--- config.mk ---
export PLATFORM = sky130hd
export DESIGN_NAME = blake_feed
export DESIGN_NICKNAME = d
export VERILOG_FILES = /design/src/rtl/blake_feed.sv
export SDC_FILE = /design/constraint.sdc
export NUM_CORES = 2
export LEC_CHECK = 0
export CAP_MARGIN = 20
export CORE_MARGIN = 2
export CORE_UTILIZATION = 40
export CTS_BUF_LIST = sky130_fd_sc_hd__clkbuf_8
export CTS_CLUSTER_DIAMETER = 50
export DETAILED_ROUTE_END_ITERATION = 12
export PLACE_DENSITY = 0.78
export SYNTH_ARGS = -nofsm -noshare
export SYNTH_HDL_FRONTEND = slang
export SYNTH_SLANG_ARGS = --single-unit
--- constraint.sdc ---
create_clock -name clk -period 3.21 [get_ports clk]
set_input_delay 0.321 -clock clk [delete_from_list [all_inputs] [get_ports clk]]
set_output_delay 0.321 -clock clk [all_outputs]
set_load 0.05 [all_outputs]
--- src/rtl/blake_feed.sv ---
// Header feeder for a BLAKE hash core: collects a 20-word block header, then
// issues it repeatedly, adding the issue index to the low (nonce) word.
module blake_feed #(
  parameter int unsigned ISSUE_GAP = 1
) (
  input  logic         clk,
  input  logic         rstb,
  input  logic [31:0]  s_data,
  input  logic         s_valid,
  output logic         s_ready,
  input  logic         start,
  input  logic [31:0]  nonce_count,
  input  logic         abort,
  output logic [639:0] din,
  output logic         ena,
  output logic         busy,
  output logic         done,
  output logic [31:0]  issued
);

  // state | meaning
  // LOAD  | accepting header words, s_ready high
  // ARMED | header complete, waiting for start
  // ISSUE | presenting one header to the core, ena high
  // GAP   | idle spacing between two issues
  typedef enum logic [1:0] {LOAD, ARMED, ISSUE, GAP} state_t;

  // Gap timer counts down to zero; GAP lasts ISSUE_GAP-1 cycles.
  localparam int unsigned GAP_CYC    = (ISSUE_GAP > 1) ? ISSUE_GAP - 2 : 0;
  localparam logic [7:0]  GAP_RELOAD = 8'(GAP_CYC);

  state_t         state_q, state_d;
  logic [4:0]     wcnt_q, wcnt_d;
  logic [639:0]   hdr_q, hdr_d;
  logic [31:0]    count_q, count_d;
  logic [31:0]    issued_q, issued_d;
  logic [7:0]     gap_q, gap_d;
  logic           done_q, done_d;

  always_ff @(posedge clk) begin
    if (!rstb) begin
      state_q  <= LOAD;
      wcnt_q   <= '0;
      hdr_q    <= '0;
      count_q  <= '0;
      issued_q <= '0;
      gap_q    <= '0;
      done_q   <= 1'b0;
    end else begin
      state_q  <= state_d;
      wcnt_q   <= wcnt_d;
      hdr_q    <= hdr_d;
      count_q  <= count_d;
      issued_q <= issued_d;
      gap_q    <= gap_d;
      done_q   <= done_d;
    end
  end

  always_comb begin
    state_d  = state_q;
    wcnt_d   = wcnt_q;
    hdr_d    = hdr_q;
    count_d  = count_q;
    issued_d = issued_q;
    gap_d    = gap_q;
    done_d   = 1'b0;

    case (state_q)
      LOAD: begin
        if (s_valid) begin
          // Shifting in from the bottom leaves word 0 at the top after 20 words.
          hdr_d = {hdr_q[607:0], s_data};
          if (wcnt_q == 5'd19) begin
            wcnt_d  = '0;
            state_d = ARMED;
          end else begin
            wcnt_d = wcnt_q + 5'd1;
          end
        end
      end
      ARMED: begin
        if (start) begin
          issued_d = '0;
          if (nonce_count != 32'd0) begin
            count_d = nonce_count;
            state_d = ISSUE;
          end else begin
            done_d = 1'b1;
          end
        end
      end
      ISSUE: begin
        issued_d = issued_q + 32'd1;
        if (abort) begin
          state_d = LOAD;
          wcnt_d  = '0;
        end else if (issued_d == count_q) begin
          state_d = LOAD;
          wcnt_d  = '0;
          done_d  = 1'b1;
        end else if (ISSUE_GAP > 1) begin
          state_d = GAP;
          gap_d   = GAP_RELOAD;
        end
      end
      GAP: begin
        if (abort) begin
          state_d = LOAD;
          wcnt_d  = '0;
        end else if (gap_q == 8'd0) begin
          state_d = ISSUE;
        end else begin
          gap_d = gap_q - 8'd1;
        end
      end
      default: state_d = LOAD;
    endcase
  end

  assign s_ready = (state_q == LOAD);
  assign ena     = (state_q == ISSUE);
  assign busy    = (state_q == ISSUE) || (state_q == GAP);
  assign done    = done_q;
  assign issued  = issued_q;
  assign din     = ena ? {hdr_q[639:32], hdr_q[31:0] + issued_q} : '0;

endmodule

==> flow_metrics.tcl <==
set metrics [dict create \
    floorplan.initialDensity 0.405 \
    drt_wl_total_mm 124 \
    fill_cells 6962 \
    worst_r2r_path_depth 14 \
    timing.rr.start "issued[0]" \
    first_iter_violations 2737 \
    yosys-top-cells-area "sky130_fd_sc_hd__dfxtp_1, sky130_fd_sc_hd__nand2_1, sky130_fd_sc_hd__and2_1" \
    grt_start_max_net_pins 122 \
    remaining_drc_errors 0 \
    hp-start "s_data[26]" \
    timing.critical_path.cells "buf_6 -> ha_4 -> a21o_1 -> a21oi_2 -> o211ai_1 -> a211oi_2 -> nor2_4 -> a2111oi_4 -> o31ai_1 -> xnor2_1 -> and2_4 -> buf_12" \
    post-route-period-util 1.17 \
    htree_levels 4 \
    total_leakage_power_nw 18.2 \
    floorplan.die.height_um 287 \
    globalRouteTotalUtil 0.285 \
    synth_top_area_frac 0.449 \
    critical_path.max_fanout 3 \
    timing.final.ws_setup_ns -0.555 \
    critical_path.max_stage_delay_ns 0.43 \
    clock_skew_ns 0.0452 \
    number_of_cts_inserted_buffers 130 \
    core_mm2 0.0791 \
    synthesis.area_per_instance_um2 7.52 \
    dp.cells 5897 \
    worst_hold_path_type "in2reg" \
    cts-root-buf "sky130_fd_sc_hd__clkbuf_8" \
    place.port_buffers 744 \
    vdd_drop_max_mv 0.363 \
    reg2reg_to "state_q[1]" \
    synth_edf_count 0 \
    dieArea_mm2 0.0825 \
    detail_route.wl_per_cell_um 20.1 \
    timing.reg2reg.setup_slack_ns -0.17 \
    timing.critical_path.max_delay_family "compound AO/OA/AOI/OAI gates" \
    routed-via-count 32200 \
    drt_pre_antenna_iters 5 \
    grt_first_pass_wirelength_mm 181 \
    detailedPlace.worstSlack_ns -0.259 \
    synthesis.yosys.warnings 0 \
    antenna_found_initial 4 \
    netlist_area_mm2 0.0321 \
    std_cell_rows 103 \
    setup-violations-final 28 \
    place.gp.congestion 0.954 \
    synth_fp_nets 4373 \
    worstMarginPinSlew_ns 0.659 \
    cts_tree "yes" \
    outcome "finished with violations" \
    postSynth.asyncResetShare 0 \
    finish.net_count 5121 \
    ff_latch_area_mm2 0.0145 \
    ys_ff_latch 720 \
    critical_path.n_buffers_inverters 2 \
    clk_transition_reported_paths_ns 0.06 \
    fin_tns_setup_ns -8.48 \
    post-dp-hpwl_mm 90.2 \
    area_of_placed_instances_mm2 0.0422 \
    relative_slew_slack 0.555 \
    crit_path_end_kind "output pin" \
    clock-sinks 720 \
    synth.largest_area_cell "sky130_fd_sc_hd__dfxtp_1" \
    postLayoutCellArea_mm2 0.0459 \
    pin_count 745 \
    timing_hold_violations_final 0 \
    rsz_0062_raised_after_global_routing "yes" \
    timing.critical_path.from_type "flip-flop" \
    critical-path-slowest-cell "sky130_fd_sc_hd__a2111oi_4" \
    grt_pass1_vias 30100 \
    die_width_um 287 \
    hold-path-endpoint "hdr_q[26]" \
    drive_above_1_share 0.218 \
    multi_input_area_mm2 0.0170 \
    cts_hold_buf 0 \
    critPathLaunch "issued[1]" \
    synthFlopType "sky130_fd_sc_hd__dfxtp_1" \
    min_period_ns 3.76 \
    drt.antenna.violating_nets 0 \
    post_layout_nonfiller_instances 6161 \
    timing.hold.worst_path_depth 3 \
    area_growth_from_synthesis_to_layout_pct 43.0 \
    syn_inst 4263 \
    crit_type "reg2out" \
    cts-root-to-sink-buffers 3 \
    grt-ovfl-total 0 \
    drt-vias-per-instance 5.23 \
    worst-endpoint-required_ns 2.89 \
    maxSlewViolCount 0 \
    powerDensity_mw_per_mm2 440 \
    achievable_freq_mhz 266 \
    drv.max_cap_violation_count 0 \
    clkLatencyLatePin_ns 0.79 \
    violations "negative setup slack" \
    worst-endpoint-arrival_ns 3.44 \
    share_of_the_yosys_chip_area_belonging_to_registers 0.449 \
    synthDistinctLibCells 74 \
]
[layout by cell type, fill, tap and decap left out, types with 6 or more instances in the layout]
cell,synthesis,final
sky130_fd_sc_hd__dlygate4sd2_1,0,36
sky130_fd_sc_hd__nor2_1,90,84
sky130_fd_sc_hd__mux2i_1,34,34
sky130_fd_sc_hd__a21oi_2,0,8
sky130_fd_sc_hd__xor2_1,25,24
sky130_fd_sc_hd__a21oi_1,697,686
sky130_fd_sc_hd__dfxtp_4,0,9
sky130_fd_sc_hd__o21ai_0,39,28
sky130_fd_sc_hd__dfxtp_1,720,697
sky130_fd_sc_hd__inv_6,0,6
sky130_fd_sc_hd__buf_4,2,534
sky130_fd_sc_hd__o21ai_2,0,7
sky130_fd_sc_hd__buf_12,0,223
sky130_fd_sc_hd__nor3_1,19,18
sky130_fd_sc_hd__ha_4,0,10
sky130_fd_sc_hd__and2_1,640,622
sky130_fd_sc_hd__or3_1,8,8
sky130_fd_sc_hd__a21o_1,20,20
sky130_fd_sc_hd__o211ai_1,6,6
sky130_fd_sc_hd__nand4_1,17,17
sky130_fd_sc_hd__clkdlybuf4s50_1,0,114
sky130_fd_sc_hd__a31oi_1,9,8
sky130_fd_sc_hd__clkbuf_8,0,160
sky130_fd_sc_hd__clkinv_2,0,16
sky130_fd_sc_hd__nand3_1,22,19
sky130_fd_sc_hd__xnor2_1,53,48
sky130_fd_sc_hd__a311oi_1,10,9
sky130_fd_sc_hd__and2_4,0,18
sky130_fd_sc_hd__ha_1,40,29
sky130_fd_sc_hd__buf_6,0,24
sky130_fd_sc_hd__dfxtp_2,0,14
sky130_fd_sc_hd__nand2_1,1343,1342
sky130_fd_sc_hd__inv_1,16,47
sky130_fd_sc_hd__nand2b_1,11,11
sky130_fd_sc_hd__nor4_1,27,19
[through the flow]
stage	util	hold slack (ns)	total power [mW]
floorplan	-	0.422	10.5
global placement	0.534	0.439	11.3
detailed placement	0.534	0.444	11.3
CTS	0.574	0.0405	20.2
global route	0.579	0.0846	20.9
finish	0.580	0.0973	20.2
[final cells by class]
type,count,share of cell area
diodes,5,0.000273
clock buffers,160,0.0480
clock inverters,67,0.0109
inverters,17,0.00156
multi-input cells,3207,0.371
flip-flops and latches,720,0.315
well taps,1050,0.0286
repair buffers,935,0.225
[worst register-to-register path, stage by stage, from the launching register on]
cell and delay [ns]:
sky130_fd_sc_hd__dfxtp_2 0.36, sky130_fd_sc_hd__buf_6 0.14, sky130_fd_sc_hd__ha_4 0.14, sky130_fd_sc_hd__nand4_1 0.19, sky130_fd_sc_hd__buf_4 0.23, sky130_fd_sc_hd__nor4_4 0.16
sky130_fd_sc_hd__buf_4 0.18, sky130_fd_sc_hd__and3_4 0.18, sky130_fd_sc_hd__nand2_1 0.05, sky130_fd_sc_hd__o22a_1 0.18, sky130_fd_sc_hd__a2111o_1 0.46, sky130_fd_sc_hd__buf_6 0.17
sky130_fd_sc_hd__o41ai_4 0.39, sky130_fd_sc_hd__a31oi_1 0.15, sky130_fd_sc_hd__a311oi_1 0.29
[Yosys cell counts (2+ instances only)]
cell type	n
sky130_fd_sc_hd__ha_1	40
sky130_fd_sc_hd__nor4b_1	2
sky130_fd_sc_hd__nor2_1	90
sky130_fd_sc_hd__o21a_1	4
sky130_fd_sc_hd__nand3_2	2
sky130_fd_sc_hd__o31a_1	2
sky130_fd_sc_hd__and2_1	640
sky130_fd_sc_hd__mux2i_1	34
sky130_fd_sc_hd__nand3_1	22
sky130_fd_sc_hd__nor3_1	19
sky130_fd_sc_hd__inv_1	16
sky130_fd_sc_hd__a21oi_1	697
sky130_fd_sc_hd__xor2_1	25
sky130_fd_sc_hd__o31ai_1	4
sky130_fd_sc_hd__buf_1	12
sky130_fd_sc_hd__a211oi_1	7
sky130_fd_sc_hd__or2_2	3
sky130_fd_sc_hd__dfxtp_1	720
sky130_fd_sc_hd__nand2b_1	11
sky130_fd_sc_hd__o211ai_1	6
sky130_fd_sc_hd__xnor2_1	53
sky130_fd_sc_hd__nor2b_1	5
sky130_fd_sc_hd__nand4b_1	2
sky130_fd_sc_hd__o21ai_0	39
sky130_fd_sc_hd__a31oi_1	9
sky130_fd_sc_hd__o21bai_1	5
sky130_fd_sc_hd__or3_1	8
sky130_fd_sc_hd__buf_2	8
sky130_fd_sc_hd__and3b_1	3
sky130_fd_sc_hd__buf_4	2
sky130_fd_sc_hd__a2111oi_0	3
sky130_fd_sc_hd__a311oi_1	10
sky130_fd_sc_hd__or4_1	4
sky130_fd_sc_hd__a211o_1	2
sky130_fd_sc_hd__nor4_1	27
sky130_fd_sc_hd__nand2_1	1343
sky130_fd_sc_hd__clkbuf_1	296
sky130_fd_sc_hd__nand4_1	17
sky130_fd_sc_hd__a21o_1	20
sky130_fd_sc_hd__and4_1	5
sky130_fd_sc_hd__and3_2	2
sky130_fd_sc_hd__nand3b_1	2
sky130_fd_sc_hd__a22oi_1	4
sky130_fd_sc_hd__and3_1	8
[cells by family after synthesis]
family | synth area share
compound gates | 0.139
xor+xnor | 0.0213
fa+ha+maj | 0.0162
buf+inv | 0.0399
flops | 0.449
mux | 0.0110
simple gates | 0.324
[state kept, by name, summed over array words and instances (netlist names)]
signal and flops:
wcnt_q 5, gap_q 8, count_q 32, done 1, issued 32, hdr_q 640
state_q 2
[power by group]
group | switching, mW | internal (mW) | leakage [nW] | total [mW]
combinational | 1.40 | 0.628 | 10.9 | 2.03
sequential | 0.110 | 9.04 | 5.82 | 9.15
clock | 4.03 | 4.95 | 1.51 | 8.98
[how the worst max path moves through the flow]
stage,depth (start not counted),slack [ns],endpoint
2_1_floorplan,11,0.002,din[28]
3_3_place_gp,13,-0.26,din[28]
3_5_place_dp,13,-0.26,din[28]
4_1_cts,13,-0.58,din[28]
5_1_grt,12,-0.73,din[31]
6_report,12,-0.55,din[31]
[what timing repair did]
action | 4_1_cts | 5_1_grt
endpoints found under the setup margin | 233 | 41
cloned | 1 | 0
gates resized for setup | 135 | 61
pin swaps | 53 | 42
setup buffers | 17 | 19
[layer usage]
layer	global-route usage	part of all wire	wire length, µm
met1	0.342	0.39	48100
met2	0.465	0.47	58500
met3	0.0593	0.075	9300
met4	0.181	0.064	7980
met5	0	0	0
(Power assumes the default switching activity.)
